==> config.mk <==
export PLATFORM = sky130hd
export DESIGN_NAME = tia_object_position_counter
export DESIGN_NICKNAME = d
export VERILOG_FILES = /design/src/rtl/tia_object_position_counter.sv
export SDC_FILE = /design/constraint.sdc
export NUM_CORES = 1
export LEC_CHECK = 0
export ABC_AREA = 1
export BUFFER_PORTS_ARGS = -buffer_cell sky130_fd_sc_hd__buf_4
export CORE_AREA = 5 5 42 44
export CTS_CLUSTER_SIZE = 10
export DETAILED_ROUTE_END_ITERATION = 6
export DIE_AREA = 0 0 47 49
export PLACE_DENSITY = 0.7
export SYNTH_ARGS = -nofsm -noshare
export SYNTH_HDL_FRONTEND = slang
export SYNTH_SLANG_ARGS = --single-unit
export TNS_END_PERCENT = 5
==> constraint.sdc <==
create_clock -name clk -period 1.6 [get_ports clk]
set_input_delay 0.08 -clock clk [delete_from_list [all_inputs] [get_ports clk]]
set_output_delay 0.08 -clock clk [all_outputs]
set_load 0.02 [all_outputs]
==> src/rtl/tia_object_position_counter.sv <==
// tia_object_position_counter
// Horizontal position counter for one movable TIA object (P0, P1, M0, M1, BL).
// The counter advances on each visible color clock and on each HMOVE extra-clock
// strobe. It wraps every scan line. A one-cycle start pulse is issued when the
// counter lands on a copy offset, and that pulse feeds the graphics serializer.
// Optional feature macro: TIA_POSITION_COPIES_EN
//   defined   : the full NUSIZ copy-offset decode is built (copies at 16/32/64).
//   undefined : only the main copy at offset 0 is built, and copy is tied to 0.
module tia_object_position_counter #(
  parameter int LINE_LEN   = 160,
  parameter int RESP_DELAY = 4
) (
  input  logic       clk,
  input  logic       reset,
  input  logic       hblank,
  input  logic       ec_bar,
  input  logic       resp,
  input  logic [2:0] nusiz,
  output logic [7:0] pos,
  output logic       start,
  output logic [1:0] copy
);

  localparam logic [7:0] LAST_POS = 8'(LINE_LEN - 1);
  localparam logic [7:0] RESP_POS = 8'(LINE_LEN - RESP_DELAY);

  logic [7:0] pos_q, pos_d;
  logic       start_q, start_d;
  logic       advance;
  logic [7:0] pos_inc;
  logic       hit;
  logic [1:0] hit_idx;

  // A visible clock and an extra clock in the same cycle produce a single advance.
  assign advance = ~hblank | ~ec_bar;
  assign pos_inc = (pos_q == LAST_POS) ? 8'd0 : pos_q + 8'd1;

`ifdef TIA_POSITION_COPIES_EN
  logic [1:0] copy_q, copy_d;

  // Decode the copy offsets of the current NUSIZ code against the incremented position.
  always_comb begin
    hit     = 1'b0;
    hit_idx = 2'd0;
    if (pos_inc == 8'd0) begin
      hit     = 1'b1;
      hit_idx = 2'd0;
    end else begin
      case (nusiz)
        3'b001: begin
          if (pos_inc == 8'd16) begin hit = 1'b1; hit_idx = 2'd1; end
        end
        3'b010: begin
          if (pos_inc == 8'd32) begin hit = 1'b1; hit_idx = 2'd1; end
        end
        3'b011: begin
          if (pos_inc == 8'd16) begin hit = 1'b1; hit_idx = 2'd1; end
          if (pos_inc == 8'd32) begin hit = 1'b1; hit_idx = 2'd2; end
        end
        3'b100: begin
          if (pos_inc == 8'd64) begin hit = 1'b1; hit_idx = 2'd1; end
        end
        3'b110: begin
          if (pos_inc == 8'd32) begin hit = 1'b1; hit_idx = 2'd1; end
          if (pos_inc == 8'd64) begin hit = 1'b1; hit_idx = 2'd2; end
        end
        default: begin
          hit     = 1'b0;
          hit_idx = 2'd0;
        end
      endcase
    end
  end

  // The copy index is loaded only with a start pulse (or cleared by RESP), so it stays valid for that pulse.
  always_comb begin
    copy_d = copy_q;
    if (resp) begin
      copy_d = 2'd0;
    end else if (advance && hit) begin
      copy_d = hit_idx;
    end
  end

  // Register for the copy index.
  always_ff @(posedge clk) begin
    if (reset) begin
      copy_q <= 2'd0;
    end else begin
      copy_q <= copy_d;
    end
  end

  assign copy = copy_q;
`else
  // Only the main copy exists. NUSIZ plays no part in this configuration.
  logic unused_nusiz;
  assign unused_nusiz = ^nusiz;

  always_comb begin
    hit     = (pos_inc == 8'd0);
    hit_idx = 2'd0;
  end

  logic [1:0] unused_hit_idx;
  assign unused_hit_idx = hit_idx;
  assign copy = 2'd0;
`endif

  // Next-state logic. RESP wins over an advance in the same cycle. A hold always drops start.
  always_comb begin
    pos_d   = pos_q;
    start_d = 1'b0;
    if (resp) begin
      pos_d   = RESP_POS;
      start_d = 1'b0;
    end else if (advance) begin
      pos_d   = pos_inc;
      start_d = hit;
    end
  end

  // Register for position and start. start is registered together with pos, so it lines up with the offset value.
  always_ff @(posedge clk) begin
    if (reset) begin
      pos_q   <= 8'd0;
      start_q <= 1'b0;
    end else begin
      pos_q   <= pos_d;
      start_q <= start_d;
    end
  end

  assign pos   = pos_q;
  assign start = start_q;

endmodule

# Word-level counts from Yosys, hierarchy flattened
# Index checks and enable logic that the tools add are counted.
# word_totals
regBits	9
output_inout_bits	11
elab_cells	16
in_bits	8
# classes
n_eq_ne	1
reduce_logical	4
n_bitwise	4
addsub	1
mux	3
# op_table
op	n
$mux 8	3
$add 8x1->8 const B	1
$eq 8x8->1 const B	1
$logic_not 8->1	1
$not 1->1	3
$reduce_or 3->1	1
$reduce_bool 2->1	1
$reduce_or 2->1	1
$or 1x1->1	1

# Logic depth before layout (Yosys ltp)
# depth
ltp_word	4
depth_mapped	8
depth_no_buf	8

# Worst setup path before layout
# OpenSTA, ideal clock, no wires.
# synth_path
path_kind	register -> register
start	register pos_q[1], in the netlist pos[1]
end	register pos_q[7], in the netlist pos[7]
path_stages_with_launch	9
path_slack_ps	185
path_buffers	0
required_time_ps	1483
period_less_slack_ps	1415
arrival_ps	1298
setup_time_ps	117
path_cell_list	dfxtp_1 ha_1 nand3_1 inv_1 nand3_1 nand2_1 nor2_2 nor2_1 nor2_1
# synth_via
elab_chain_cells	4
word_cells_on_any_way	5
classes_between	add/sub (1); eq/ne (1); mux (3)
# synth_rtl
element	line_no	rtl
start, declared	27	logic [7:0] pos_q, pos_d;
start signal, assigned	129	pos_q <= pos_d;
$add 8x1->8 / $eq 8x8->1 (equally long branches)	36	assign pos_inc = (pos_q == LAST_POS) ? 8'd0 : pos_q + 8'd1;
$mux 8 (*)	36	
$mux 8 (*)	117	end else if (advance) begin
$mux 8 (*)	114	if (resp) begin
# Mark *: on every way between the ends. The rest lies on a longest branch, timed or not. The select of a mux whose other input is x is not followed.
# A chain may end at the register's enable or synchronous reset.

# Worst setup path in the final report
# Same ends and word-level chain as after synthesis.

==> out/metrics.cfg <==
[placed_design]
port_buffers=13
preCtsSetupSlack_ns=0.343
gp_congestion=0.796
hpwl_um=972
dpl-instance-area_um2=663

[worst_setup_path]
r2r_setup_slack_ns=0.26
crit_start=pos[1]$_SDFFE_PP0N_
crit_path_cell_trace=ha_1 > nand3_1 > inv_1 > nand3_1 > nand2_1 > nor2_2 > nor2_1 > nor2_1
path_class=flop to flop
slowest_delay_ns=0.39
worst_path_max_delay_cell=dfxtp_1
cp_data_arrival_time_ns=1.50
critPathMaxFanout=5
r2r-start=pos[1]$_SDFFE_PP0N_
cp-start-kind=flop
crit_path_end_kind=flop
cp_data_required_time_ns=1.76
path_buf_inv=1
cp_top_family=simple AND/OR/NAND/NOR gates

[detailed_routing]
viasPerCell=5.21
vias=594
ant_nets=0
wire_per_inst_um=11.7
dr.first_iter.drc_count=14
routed_wl_um=1340
drc=0
drtPass1Iterations=5

[yosys]
yosys_register_bits=9
synth_commonest_cells=nand2_1, inv_1, dfxtp_1
synth_top_area_share_pct=32.5
post-synth-top-count-cell=nand2_1
seq_area_frac_synth_pct=32.5
async_flop_share_pct=0
synth_edf_count=0
yosysWarnings=0
synth_ff_type=dfxtp_1
ys_types=21
avgSynthCellArea_um2=6.76
netlist_area_um2=554
synth_area_leader_cell=dfxtp_1
synthCells=82
synth_area_leaders=dfxtp_1, nand2_1, inv_1

[sta]
finalSetupViolCount=0
min_period_ns=1.34
finalClockSkew_ns=0.00932
fmax_mhz=746
drv_slew=0
timing.final.hold_violations=0
worst_slack_ns=0.260
finalCritPeriodShare_pct=83.8
hold_ws_ns=0.0604
rsz0062_at_grt=false
fin_tns_setup_ns=0

[floorplan]
die_area_mm2=0.00230
die_h_um=49
die_w_um=47
rows=14
ios=19
start_util_pct=39.6
core-area_mm2=0.00140

[clock_network]
cts_tree=built
insertion_delay_ns=0.27
cts_resized=0
cts_sinks=9
post_cts_buffers=0
cts_buffer_depth=2
hold_buffers=0
clockRootBuffer=clkbuf_4
cts_buffers=3
htree_levels=1
path_clk_slew_ns=0.06

[power_and_ir_drop]
p_leak_nw=0.338
power_density_mw_per_mm2=788
irDropWorstVdd_mv=0.518

[global_routing]
grt_max_degree=12
antenna_found_initial=0
grt_overflow=0
grt_use_total_pct=13.5
grt_pass1_vias=532
grt_pass1_wl_um=2260

[flow_run]
maxCapViolCount=0

[cells_and_area]
drive_above_1_share_pct=25.5
num_antenna_cells=0
stdcell_area_um2=689
final_nets=108
synthToLayoutAreaGrowth_pct=24.4
finish.utilization_pct=49.2

[hold_path]
min_path_type=input pin to flop
holdCritStartpoint=resp

[run_status]
status=complete, no violations

-- placed cells by master, fill, tap and decap left out, types with 2 or more instances in the layout --
| master | n |
|---|---|
| buf_4 | 15 |
| o21ai_0 | 7 |
| nor2_2 | 2 |
| nor2_1 | 8 |
| nand3_1 | 8 |
| nand4_1 | 2 |
| dfxtp_1 | 9 |
| inv_1 | 11 |
| clkbuf_4 | 3 |
| o21bai_1 | 2 |
| nand2_1 | 15 |
| conb_1 | 2 |
| nand2_2 | 2 |
| a21oi_1 | 4 |
-- path summary, 6_finish.rpt --
check                                      endpoint  cells after the start
worst max-delay path            pos[7]$_SDFFE_PP0P_                      8
worst min-delay path            pos[2]$_SDFFE_PP0P_                      3
worst max register to register  pos[7]$_SDFFE_PP0P_                      8
worst min register to register  pos[0]$_SDFFE_PP0N_                      2
-- report_power, final --
| part | switching [mW] | internal (mW) |
|---|---|---|
| logic | 0.0642 | 0.0429 |
| clock network | 0.0832 | 0.0963 |
| registers | 0.0198 | 0.237 |
-- per-stage QoR --
stage / power, mW / std cells
finish: 0.543 / 114
global route: 0.572 / 114
CTS: 0.545 / 114
detailed placement: 0.367 / 110
global placement: 0.366 / 110
floorplan: 0.331 / 83
-- kinds of logic after synthesis --
kind of cell / share of synthesized area, %
compound gates: 15.3
simple gates: 35.2
xor+xnor: 1.58
flops: 32.5
fa+ha+maj: 2.26
other cells: 0.677
buf+inv: 12.4
-- layer usage --
layer | GRT usage, % | vias up | routed length, µm
li1 | - | 298 | -
met1 | 16.8 | 264 | 528
met2 | 20.1 | 26 | 647
met3 | 2.21 | 6 | 101
met4 | 9.68 | 0 | 59
met5 | 0 | - | 0
-- worst register-to-register path: stages, from the launching register on --
cell,delay (ns)
dfxtp_1,0.39
ha_1,0.19
nand3_1,0.10
inv_1,0.07
nand3_1,0.13
nand2_1,0.12
nor2_2,0.05
nor2_1,0.13
nor2_1,0.06
-- cell type report --
type                    count  area [µm²]
fillers                   156         712
inverters                  11        41.3
clock buffers               4        26.3
flip-flops and latches      9         180
well taps                  16        20.0
repair buffers             15         113
multi-input cells          59         309
-- flip-flops by register name, indices dropped and copies added (netlist names) --
name   cells
pos        8
start      1
(Power assumes the default switching activity.)
